$ cat src/rtl/deci_filter_dma_arbiter.sv
// deci_filter_dma_arbiter: round-robin arbiter sharing one SDMA channel between two requesters,
// with a per-grant watchdog and a completed-transfer counter.
module deci_filter_dma_arbiter #(
    parameter int TO_W = 16
) (
    input  logic            WBs_CLK_i,
    input  logic            WBs_RST_i,
    input  logic            Arb_EN_i,
    input  logic [1:0]      Req_i,
    input  logic [1:0]      Done_i,
    input  logic            SDMA_Active_i,
    input  logic [TO_W-1:0] Timeout_Limit_i,
    output logic            SDMA_Req_o,
    output logic [1:0]      Active_o,
    output logic [1:0]      Gnt_o,
    output logic            Timeout_o,
    output logic [7:0]      Xfr_Cnt_o,
    output logic [1:0]      Arb_St_o
);
    typedef enum logic [1:0] {IDLE = 2'd0, GRANT = 2'd1, XFR = 2'd2, RELEASE = 2'd3} st_t;

    st_t             st_q;
    logic            owner_q, last_q, sreq_q, to_q;
    logic [1:0]      gnt_q;
    logic [7:0]      cnt_q;
    logic [TO_W-1:0] wd_q, wd_d;
    logic            expire, pick;

    // wd_d is the number of clocks spent owning the channel, including this one
    assign wd_d   = &wd_q ? wd_q : wd_q + 1'b1;
    assign expire = (Timeout_Limit_i != '0) && (wd_d == Timeout_Limit_i);
    assign pick   = &Req_i ? ~last_q : Req_i[1];

    always_ff @(posedge WBs_CLK_i or posedge WBs_RST_i) begin
        if (WBs_RST_i) begin
            st_q    <= IDLE;
            owner_q <= 1'b0;
            last_q  <= 1'b1;
            sreq_q  <= 1'b0;
            to_q    <= 1'b0;
            gnt_q   <= 2'b00;
            cnt_q   <= 8'd0;
            wd_q    <= '0;
        end else if (!Arb_EN_i) begin
            st_q   <= IDLE;
            sreq_q <= 1'b0;
            to_q   <= 1'b0;
            gnt_q  <= 2'b00;
            wd_q   <= '0;
        end else begin
            case (st_q)
                IDLE: if (|Req_i) begin
                    st_q    <= GRANT;
                    owner_q <= pick;
                    gnt_q   <= pick ? 2'b10 : 2'b01;
                    sreq_q  <= 1'b1;
                    wd_q    <= '0;
                end
                GRANT: begin
                    wd_q <= wd_d;
                    if (expire) begin
                        st_q   <= RELEASE;
                        to_q   <= 1'b1;
                        gnt_q  <= 2'b00;
                        sreq_q <= 1'b0;
                    end else if (SDMA_Active_i) begin
                        st_q   <= XFR;
                        sreq_q <= 1'b0;
                    end else if (!Req_i[owner_q]) begin
                        st_q   <= RELEASE;
                        gnt_q  <= 2'b00;
                        sreq_q <= 1'b0;
                    end
                end
                XFR: begin
                    wd_q <= wd_d;
                    // a completing transfer wins over a simultaneous watchdog expiry
                    if (Done_i[owner_q]) begin
                        st_q  <= RELEASE;
                        gnt_q <= 2'b00;
                        cnt_q <= cnt_q + 8'd1;
                    end else if (expire) begin
                        st_q  <= RELEASE;
                        to_q  <= 1'b1;
                        gnt_q <= 2'b00;
                    end
                end
                default: begin
                    last_q <= owner_q;
                    st_q   <= IDLE;
                end
            endcase
        end
    end

    assign SDMA_Req_o = sreq_q;
    assign Gnt_o      = gnt_q;
    assign Active_o   = {2{SDMA_Active_i}} & gnt_q;
    assign Timeout_o  = to_q;
    assign Xfr_Cnt_o  = cnt_q;
    assign Arb_St_o   = st_q;
endmodule
$ cat config.mk
export PLATFORM = sky130hd
export DESIGN_NAME = deci_filter_dma_arbiter
export DESIGN_NICKNAME = d
export VERILOG_FILES = /design/src/rtl/deci_filter_dma_arbiter.sv
export SDC_FILE = /design/constraint.sdc
export NUM_CORES = 1
export LEC_CHECK = 0
export CELL_PAD_IN_SITES_DETAIL_PLACEMENT = 1
export CELL_PAD_IN_SITES_GLOBAL_PLACEMENT = 1
export CORE_MARGIN = 3
export CORE_UTILIZATION = 41
export DETAILED_ROUTE_END_ITERATION = 10
export PLACE_DENSITY_LB_ADDON = 0.1
export SLEW_MARGIN = 20
export SYNTH_ARGS = -nofsm -noshare
export SYNTH_HDL_FRONTEND = slang
export SYNTH_SLANG_ARGS = --single-unit
$ cat constraint.sdc
create_clock -name WBs_CLK_i -period 3.54 [get_ports WBs_CLK_i]
set_input_delay 0.708 -clock WBs_CLK_i [delete_from_list [all_inputs] [get_ports WBs_CLK_i]]
set_output_delay 0.708 -clock WBs_CLK_i [all_outputs]
set_load 0.01 [all_outputs]
Word-level counts from Yosys, hierarchy flattened
Index checks and enable logic that the tools add are counted.
- multiplexer cells: 36
- equality and inequality tests: 13
- bitwise logic cells: 3
- magnitude comparators: 1
- reduce and logical (&&, ||, !) cells: 16
- $add $sub $neg: 2
- operators with widths (operator ; count):
    2-to-1 mux 16 bit ; 3
    one-hot mux 16 bit (2 select lines) ; 1
    2-to-1 mux 2 bit ; 15
    adder 16 x 1 -> 16 bit, second input constant ; 1
    equality test 16 bit ; 1
    AND reduction 16 bit ; 1
    nonzero test 16 bit ; 1
    2-to-1 mux 1 bit ; 13
    != test 4 bit, second input constant ; 3
    one-hot mux 2 bit (3 select lines) ; 2
    AND reduction 3 bit ; 4
    adder 8 x 1 -> 8 bit, second input constant ; 1
    AND reduction 2 bit ; 4
    != test 3 x 1 -> 1 bit, second input constant ; 2
    != test 3 bit, second input constant ; 2
    != test 5 bit, second input constant ; 1
    AND reduction 5 bit ; 1
    != test 4 x 1 -> 1 bit, second input constant ; 1
    one-hot mux 1 bit (2 select lines) ; 2
    OR reduction 2 bit ; 2
    != test 3 x 2 -> 1 bit, second input constant ; 1
    OR reduction 3 bit ; 1
    bitwise AND 2 bit ; 1
    equality test 2 x 1 -> 1 bit, second input constant ; 1
    other kinds (5) ; 6
- input port bits: 24
- logic and storage cells: 79
- register bits after elaboration: 32
- output and inout port bits: 16

Logic depth before layout (Yosys ltp)
- depth after elaboration: 8
- depth in mapped cells: 10
- mapped depth without buffers: 9

Least setup slack after synthesis
Ideal clock, no wire load.
- path type: register to register
- start point: reg wd_q[0]
- end point: reg gnt_q[0], in the netlist Gnt_o[0]
- arrival time: 2.593 ns
- stages on the path, launching flop included: 11
- slack: 0.820 ns
- library setup time: 0.128 ns
- data required time: 3.412 ns
- cell sequence: dfrtp_1 > ha_1 > and4_4 > and4_1 > buf_6 > mux2_4 > a221oi_2 > nand4_2 > nor4_2 > a21oi_2 > mux2_1
- longest elaborated chain between the ends: 7
- RTL lines (what ; RTL line ; RTL):
    from (decl) ; 26 ; logic [TO_W-1:0] wd_q, wd_d;
    from (signal assigned) ; 60 ; wd_q <= wd_d;
    from (signal assigned) ; 76 ; wd_q <= wd_d;
    adder 16 x 1 -> 16 bit / AND reduction 16 bit (equally long branches) ; 30 ; assign wd_d = &wd_q ? wd_q : wd_q + 1'b1;
    2-to-1 mux 16 bit * ; 30 ;
    equality test 16 bit * ; 31 ; assign expire = (Timeout_Limit_i != '0) && (wd_d == Timeout_Limit_i);
    logical AND 1 bit * ; 31 ;
    2-to-1 mux 2 bit ; 61 ; if (expire) begin
    one-hot mux 2 bit (3 select lines) ; 51 ; case (st_q)
    2-to-1 mux 2 bit ; 44 ; end else if (!Arb_EN_i) begin
    to (signal assigned) ; 55 ; gnt_q <= pick ? 2'b10 : 2'b01;
    to (decl) ; 24 ; logic [1:0] gnt_q;
Mark *: on every way between the ends. The rest lies on a longest branch, timed or not.
A chain may end at the register's enable or synchronous reset.

Final worst setup path
- start point: reg wd_q[1]
- end point: reg gnt_q[0], in the netlist Gnt_o[0]
The elaborated chain is that of the path after synthesis.

==> impl_metrics.json <==
{
  "vias_per_cell": 5.910,
  "grt_overflow": 0,
  "hpwl_mm": 5.715,
  "power_frac_seq_pct": 34.3,
  "multi_input_area_sq_um": 1683,
  "synthSimpleGateAreaFrac_pct": 30.99,
  "finalMaxSlewViolations": 0,
  "yosysWarnings": 0,
  "finalCritPeriodShare_pct": 85.19,
  "cts-root-buf": "clkbuf_8",
  "hp-class": "flop to flop",
  "syn-num-nets": 326,
  "place_ws_ns": 0.4890,
  "clk_path_buf_depth": 2,
  "ctsResizeCount": 0,
  "ys_seq_elements": 32,
  "synth_xor_xnor_area_share_pct": 7.567,
  "vias": 2417,
  "die_w_um": 85.83,
  "firstDrtPassIters": 4,
  "cap_violations": 0,
  "synth_compound_area_share_pct": 17.48,
  "grt_max_degree": 19,
  "setup_viol": 0,
  "seq_area_sq_um": 802.0,
  "synth_adder_area_share_pct": 2.874,
  "p_leak_nw": 1.264,
  "crit_type": "flop to flop",
  "worstPathRequired_ns": 3.73,
  "syn_area_per_cell_sq_um": 8.826,
  "cp-start-kind": "flop",
  "startpoint": "wd_q[1]",
  "fillerInstances": 729,
  "regToRegStartpoint": "wd_q[1]",
  "io_pins": 40,
  "min_period_ns": 3.016,
  "start_util_pct": 43.10,
  "die_h_um": 85.83,
  "rsz0062_at_grt": "false",
  "hold_viol": 0,
  "clock-skew-final_ns": 0.001840,
  "antennaDiodeCount": 0,
  "cts_setup_buffers": 0,
  "synth_enable_flop_cells": 0,
  "dieArea_sq_um": 7366,
  "netlist_instances": 296,
  "ys_async_sr_fraction_pct": 100.0,
  "synth_top_family_by_area": "simple AND/OR/NAND/NOR gates",
  "synthMuxAreaShare_pct": 5.508,
  "ir_worst_vdd_v": 0.0002536,
  "clock_sinks": 32,
  "synth.distinct_cells": 63,
  "drc": 0,
  "synthesis.area_sq_um": 2613,
  "cts_tree": "built",
  "clk_latency_ns": 0.30,
  "final_cell_mix": "39 x clkdlybuf4s50_1, 33 x nor2_1, 31 x dfrtp_1",
  "power_switching_share_pct": 40.53,
  "cts_made_buffers": 5,
  "drtIter0Drc": 89,
  "antenna_found_initial": 0,
  "placementRows": 28,
  "gp_congestion": 0.8153,
  "status": "finished, final reports clean",
  "grt_usage_pct": 21.66,
  "ys.flop_type": "dfrtp_1",
  "hold_start": "Xfr_Cnt_o[7]",
  "post-route-util_pct": 51.63,
  "wl_per_cell_um": 18.23,
  "synthToLayoutAreaGrowth_pct": 19.78,
  "hold_buffers": 0,
  "power.switching_uw": 596.7,
  "clk_pin_slew_ns": 0.08,
  "setup_ws_ns": 0.5243,
  "finalWirelength_mm": 7.455,
  "ys_seq_area_share_pct": 30.70,
  "ant_nets": 0,
  "setup_tns_ns": 0,
  "grt_pass1_vias": 2488,
  "end_kind": "flop",
  "power_density_nw_per_um2": 470.5,
  "clockPowerShare_pct": 20.7,
  "grt_pass1_wl_mm": 12.65,
  "fin_cells": 409,
  "arrival_ns": 3.20,
  "drive_gt1_share_pct": 12.57,
  "max_freq_mhz": 331.6,
  "combPwrFrac_pct": 44.9,
  "core_sq_um": 6061,
  "tightest_slew_ns": 1.056,
  "fin_nets": 363,
  "worstPathMaxFanout": 7,
  "io_buffers": 39,
  "p_int_uw": 875.7,
  "placed_cells": 401,
  "cts_htree_levels": 2,
  "layout_commonest_cell": "clkdlybuf4s50_1",
  "slew_headroom_pct": 28.86
}
## power by group through the flow
stage | sequential (mW) | clock (mW) | combinational (mW)
5_1_grt | 0.517 | 0.327 | 0.734
6_report | 0.505 | 0.306 | 0.662
3_5_place_dp | 0.513 | 0 | 0.663
3_3_place_gp | 0.507 | 0 | 0.651
2_1_floorplan | 0.509 | 0 | 0.391
4_1_cts | 0.506 | 0.317 | 0.668
## state kept, by name, indices dropped and copies added, names as in the netlist
signal and flops:
Arb_St_o 2, Gnt_o 2, SDMA_Req_o 1, Timeout_o 1, Xfr_Cnt_o 8, last_q 1, owner_q 1, wd_q 16
## worst max-delay path, stage by stage (launching register included)
cell and delay [ns]:
dfrtp_1 0.45, ha_1 0.31, nand4_2 0.27, nor3_1 0.45
mux2i_1 0.33, xor2_1 0.22, nand4_2 0.18, nor4_2 0.30
a21oi_2 0.07, mux2_1 0.32
## per-stage QoR
stage               total power, mW  instance area [sq um]  hold WS (ns)
floorplan                    0.9004                   2613        0.5075
CTS                           1.491                   3129        0.4869
global route                  1.579                   3129        0.5015
global placement              1.158                   3037        0.4644
finish                        1.472                   3129        0.4778
detailed placement            1.176                   3037        0.4620
## cell usage after synthesis, drive strengths merged (4+ instances only)
cell type   n  area (sq um)
buf         9         77.57
nor4        9         113.9
nor2       33         123.9
and4        7         68.81
clkbuf      5         20.01
and3        7         48.80
nand3      14         70.07
and2        5         31.28
mux2i       5         50.05
nor2b       4         25.02
a31oi       4         25.02
inv         8         30.03
nand4       9         90.09
dfrtp      31         775.7
ha          6         75.07
xnor2      12         105.1
a21oi      22         113.9
nor3        5         30.03
o21ai      23         115.1
xor2        8         70.07
nand2      25         98.84
mux2        8         93.83
## final timing paths
check,to,slack (ns),cells past startpoint
min,Xfr_Cnt_o[7],0.48,1
min reg2reg,Xfr_Cnt_o[7],0.48,1
max in group asynchronous,wd_q[12],2.01,3
max reg2reg,Gnt_o[0],0.52,9
max,Gnt_o[0],0.52,9
min in group asynchronous,SDMA_Req_o,0.84,2
## cells by family after synthesis
group           Yosys count
simple gates            132
flops                    32
buf+inv                  22
compound gates           70
fa+ha+maj                 6
xor+xnor                 21
mux                      13
## layer usage
layer / track usage [%] / up-vias / wire length, um
li1: - / 1158 / -
met5: 0 / - / 0
met4: 8.058 / 0 / 117
met2: 33.47 / 47 / 3389
met1: 30.32 / 1199 / 3632
met3: 3.650 / 13 / 315
## layout make-up
class / count / share of cell area [%]
repair buffers: 44 / 13.67
inverters: 8 / 0.9596
clock inverters: 3 / 0.7597
flip-flops and latches: 32 / 25.63
clock buffers: 5 / 2.199
multi-input cells: 242 / 53.78
well taps: 75 / 2.999
(Power assumes the default switching activity.)
